<file path="src/rtl/bsg_gateway_clock_slowdown_bank.sv">
// Bank of independent glitch-free clock dividers with a global
// fast/slow mode switch applied per channel at its toggle points.
module bsg_gateway_clock_slowdown_bank #(
  parameter int num_clk_p = 5,
  parameter int width_p   = 10
) (
  input  logic                         clk_i,
  input  logic                         reset_i,
  input  logic [num_clk_p*width_p-1:0] fast_val_i,
  input  logic [num_clk_p*width_p-1:0] slow_val_i,
  input  logic                         slow_en_i,
  input  logic [num_clk_p-1:0]         run_i,
  output logic [num_clk_p-1:0]         clk_r_o,
  output logic [num_clk_p-1:0]         mode_r_o,
  output logic                         synced_o,
  output logic                         sync_pulse_o
);

  logic r_synced_q;

  for (genvar c = 0; c < num_clk_p; c++) begin : g_ch
    logic [width_p-1:0] r_ctr;
    logic [width_p-1:0] r_val;
    logic               r_clk;
    logic               r_mode;
    logic               w_tog;
    logic [width_p-1:0] w_fast;
    logic [width_p-1:0] w_slow;

    assign w_tog  = (r_ctr == r_val);
    assign w_fast = fast_val_i[c*width_p +: width_p];
    assign w_slow = slow_val_i[c*width_p +: width_p];

    // Count out a phase; at its end resample value/mode and move the clock
    always_ff @(posedge clk_i or posedge reset_i) begin
      if (reset_i) begin
        r_ctr  <= '0;
        r_val  <= '0;
        r_clk  <= 1'b0;
        r_mode <= 1'b0;
      end else if (w_tog) begin
        r_ctr  <= '0;
        r_val  <= slow_en_i ? w_slow : w_fast;
        r_mode <= slow_en_i;
        r_clk  <= run_i[c] & ~r_clk;
      end else begin
        r_ctr  <= r_ctr + width_p'(1);
      end
    end

    assign clk_r_o[c]  = r_clk;
    assign mode_r_o[c] = r_mode;
  end

  assign synced_o = (mode_r_o == {num_clk_p{slow_en_i}});

  // Delayed copy of synced_o for rising-edge detection
  always_ff @(posedge clk_i or posedge reset_i) begin
    if (reset_i) r_synced_q <= 1'b0;
    else         r_synced_q <= synced_o;
  end

  assign sync_pulse_o = synced_o & ~r_synced_q;

endmodule

</file>
<file path="config.mk">
export PLATFORM = sky130hd
export DESIGN_NAME = bsg_gateway_clock_slowdown_bank
export DESIGN_NICKNAME = d
export VERILOG_FILES = /design/src/rtl/bsg_gateway_clock_slowdown_bank.sv
export SDC_FILE = /design/constraint.sdc
export NUM_CORES = 1
export LEC_CHECK = 0
export BUFFER_PORTS_ARGS = -buffer_cell sky130_fd_sc_hd__buf_2
export CORE_MARGIN = 2
export CORE_UTILIZATION = 55
export DETAILED_ROUTE_END_ITERATION = 7
export GPL_ROUTABILITY_DRIVEN = 0
export PLACE_DENSITY = 0.78
export SLEW_MARGIN = 20
export SYNTH_ARGS = -nofsm -noshare
export SYNTH_HDL_FRONTEND = slang
export SYNTH_SLANG_ARGS = --single-unit
</file>
<file path="constraint.sdc">
create_clock -name clk_i -period 4.92 [get_ports clk_i]
set_clock_uncertainty 0.1 [all_clocks]
set_input_delay 0.984 -clock clk_i [delete_from_list [all_inputs] [get_ports clk_i]]
set_output_delay 0.984 -clock clk_i [all_outputs]
set_load 0.005 [all_outputs]
</file>
* Yosys cells after proc, flatten, opt, wreduce, memory -nomap -nowiden *
Index checks and enable logic that the tools add are counted.

word-level totals
  register bits after elaboration = 111
  bits of input ports = 108
  output and inout port bits = 12
  logic and storage cells = 54

cells by class
  add/subtract/negate cells = 5
  eq/ne operators = 6
  muxes and demuxes = 10
  bitwise logic cells = 12

operator list
  operator                 number
  $mux W10                 10
  $add A10 B1 Y10 const B  5
  $eq A10 B10 Y1           5
  $and A1 B1 Y1            6
  $not A1 Y1               6
  $eq A5 B5 Y1             1

* Logic depth before layout (Yosys ltp) *
  depth in word-level cells = 2
  gate-level depth with buffers = 6
  depth with buffers taken out = 5

* Worst setup path before layout *
Ideal clock, no wire load.

  path type = input to output
  start = input port slow_en_i
  end = output port sync_pulse_o
  arrival time = 1.910 ns
  setup slack = 1.926 ns
  stages = 5
  path buffers = 2
  path through = buf_2 > buf_2 > nand4_1 > o21ai_0 > nor2b_1

between the ends
  word-level cells in the longest chain between the ends = 2

RTL lines
  item           RTL line  text
  from (decl)    11        input logic slow_en_i,
  $eq A5 B5 Y1   55        assign synced_o = (mode_r_o == {num_clk_p{slow_en_i}});
  via synced_o   15        output logic synced_o,
  $and A1 B1 Y1  63        assign sync_pulse_o = synced_o & ~r_synced_q;
  to (decl)      16        output logic sync_pulse_o

The timed path passes the listed nets, and every way through them passes these cells.

* Worst setup path after layout *
  start = input port slow_en_i
  end = output port sync_pulse_o

between the ends
  word-level cells in the longest chain between the ends = 2

RTL lines
  item           RTL line
  $eq A5 B5 Y1   55
  $and A1 B1 Y1  63

No other way between the ends.

==> impl_metrics.csv <==
group,metric,value,unit
global_routing,grt_max_degree,85,
timing,setup_viol,0,
yosys,yosys.cell_count.top_type,"dfrtp_1",
yosys,synth_top_family_by_area,"multiplexers",
detailed_routing,num_vias,3770,
cts,cts.sinks,111,
finish,insertedDiodeCount,0,
worst_setup_path,crit_arrival,1.93,ns
pwr,p_int,1.65,mW
worst_setup_path,crit_chain,"buf_2 > nor4_1 > nand2_1 > o21ai_0 > nor2b_1 > buf_2",
floorplanning,fp.dieH,106,µm
pwr,p_leak,2.82,nW
cts,clk_path_buf_depth,2,
cts,clkLatencyLatePin,0.36,ns
pwr,comb_power_share,23.2,%
place,portBuffers,119,
pwr,p_seq_share,55.2,%
global_routing,track_usage,18.8,%
yosys,synthAdderAreaFrac,1.08,%
pwr,p_switching,0.759,mW
run_status,status,"finished clean",
flow_run,drv_cap,0,
yosys,syn_nets,601,
yosys,yosysWarnings,0,
yosys,synth-seq-cells,111,
global_routing,grt_antenna_before_repair,0,
timing,period_share,61.4,%
cts,ctsHoldBuffers,0,
yosys,syn-cell-area,0.00578,mm²
global_routing,grt_pass1_wl,17000,µm
detailed_routing,wl,10100,µm
timing,tns,0,ns
yosys,postSynth.asyncResetShare,100,%
worst_setup_path,critPathLaunchType,"primary input",
cts,numCtsBuffers,9,
detailed_routing,routedWlPerCell,13.7,µm
timing,max_freq,0.331,GHz
yosys,synth_top_cell_by_area,"dfrtp_1",
yosys,yosysSeqAreaShare,48.1,%
place,dp_hpwl,7380,µm
finish,fin_nets,709,
worst_setup_path,worstPathMaxFanout,8,
finish,seq_area,0.00278,mm²
timing,worst_slew_pin_slew,0.738,ns
detailed_routing,drc,0,
yosys,synth.avg_cell_area,11.8,µm²
yosys,synth-simple-area-share,12.4,%
cts,cts_root_buf,"clkbuf_8",
global_routing,grt_pass1_vias,3869,
detailed_routing,ant_nets,0,
yosys,synth_top_cell_area_share,48.1,%
floorplanning,placementRows,37,
yosys,synth_area_leaders,"dfrtp_1, mux2_2, xnor2_1",
yosys,synth_compound_area_share,0.0867,%
cts,cts_setup_buffers,0,
global_routing,grt_overflow_total,0,
yosys,ys.flop_type,"dfrtp_1",
cts,cts_resized,0,
pwr,swShare,31.5,%
worst_setup_path,crit_path_end_kind,"output pin",
timing,drv_slew,0,
timing,min_period,3.02,ns
timing,hold_viol,0,
detailed_routing,drt_iter0_drc,105,
detailed_routing,vias_per_cell,5.14,
finish,area_growth,14.3,%
detailed_routing,dr.pass1.iters,4,
floorplanning,io_pins,120,
yosys,ys_top_cells_by_count,"dfrtp_1, mux2_2, xnor2_1",
cts,cts_tree,"built",
yosys,synthXorXnorAreaFrac,13.6,%
worst_setup_path,slowest_stage,"nor4_1",
floorplanning,core_area,0.0103,mm²
worst_setup_path,crit_path_frequent_cell,"buf_2",
pwr,ir_drop,178,µV
cts,h-tree-depth,3,
pwr,power.clock.fraction,21.6,%
yosys,ys_types,21,
floorplanning,start_util,56.2,%
finish,fin_util,64.2,%
worst_setup_path,cpPeakStageDelay,0.30,ns
cts,path_clk_slew,0.09,ns
finish,multi_input_area,0.00281,mm²
yosys,syn_inst,488,
finish,layout-drive-gt1-share,40.6,%
timing,rsz0062_at_grt,"no",
worst_setup_path,critPathRequiredTime,3.84,ns
worst_setup_path,path_class,"primary input to output pin",
worst_setup_path,cp_top_family,"simple AND/OR/NAND/NOR gates",
finish,stdcell_area,0.00660,mm²
timing,relSlewSlack,50.8,%
worst_setup_path,cp_num_buf_inv,2,
worst_hold_path,hold_path.class,"flop to flop",
place,placedInstanceArea,0.00641,mm²
floorplanning,die-area,0.0113,mm²
pwr,p_per_area,366,mW/mm²
yosys,synth-edff-count,0,
floorplanning,dieWidth,106,µm
yosys,synth_mux_area_share,21.4,%
finish,nFillCells,850,
placed cells by master, fill, tap and decap left out, drive strengths merged:
cell	Yosys	final
inv	1	1
mux2	110	110
o21ai	1	1
nand4	14	14
nor3	10	10
dfrtp	111	111
ha	5	5
xnor2	70	70
nor2	59	59
clkinvlp	0	1
bufinv	0	1
nor2b	11	11
nor4	8	8
nand3	15	15
buf	21	126
nand2	24	24
xor2	20	20
clkinv	0	1
clkbuf	8	10
path summary, 6_finish.rpt:
path	from	to	slack (ns)	cells after the start
hold / removal	g_ch[1].r_val[3]	g_ch[1].r_val[3]	0.41	1
setup / recovery	slow_en_i	sync_pulse_o	1.90	6
setup reg to reg	g_ch[2].r_ctr[1]	g_ch[2].r_val[1]	2.65	5
hold reg to reg	g_ch[1].r_val[3]	g_ch[1].r_val[3]	0.41	1
max in group asynchronous	reset_i	g_ch[4].r_ctr[7]	3.20	3
min in group asynchronous	reset_i	g_ch[1].r_clk	0.62	2
through the flow:
stage               power [mW]  hold slack [ns]  worst slack, ns  instances
finish                    2.41            0.411             1.90        734
floorplan                 1.77            0.372            0.905        488
detailed placement        1.91            0.396             1.91        721
global placement          1.88            0.390             1.98        721
global route              2.57            0.428             1.81        734
CTS                       2.44            0.417             1.91        734
metal layers:
| metal | part of all wire [%] | up-vias | track usage, % | wire, µm |
|---|---|---|---|---|
| li1 | - | 1852 | - | - |
| met1 | 45 | 1818 | 24.4 | 4580 |
| met2 | 49 | 91 | 31.6 | 4930 |
| met3 | 4.5 | 9 | 3.68 | 454 |
| met4 | 1.1 | 0 | 6.49 | 115 |
| met5 | 0 | - | 0 | 0 |
cells by family after synthesis:
| logic type | count (synthesis) |
|---|---|
| and+or+nand+nor | 141 |
| xor gates and xnor gates | 90 |
| AOI/OAI and AO/OA | 1 |
| muxes | 110 |
| buffers and inverters | 30 |
| DFF | 111 |
| adders and majority gates | 5 |
layout make-up:
type / count / area share (%)
tap: 136 / 2.58
sequential: 111 / 42.1
timing repair buffer: 126 / 9.82
inverter: 1 / 0.133
clock buffer: 10 / 2.08
multi-input combinational: 347 / 42.6
clock inverter: 3 / 0.701
worst reg2reg max path, stage by stage, from the launching register on:
cell and delay [ns]:
dfrtp_1 0.41, xnor2_1 0.20, nand4_1 0.18, nor4_4 0.62
buf_4 0.31, mux2_2 0.35
sequential cells by signal (all words and copies together), names as in the netlist:
register and count:
g_ch.r_val 50, g_ch.r_clk 5, g_ch.r_ctr 50, g_ch.r_mode 5, r_synced_q 1
power by group through the flow:
stage | logic, mW | clock network (mW) | registers, mW
floorplan | 0.494 | 0 | 1.27
global placement | 0.542 | 0 | 1.34
detailed placement | 0.565 | 0 | 1.35
CTS | 0.571 | 0.540 | 1.33
global route | 0.635 | 0.572 | 1.36
finish | 0.560 | 0.521 | 1.33
Power figures use the tool's default switching activity.
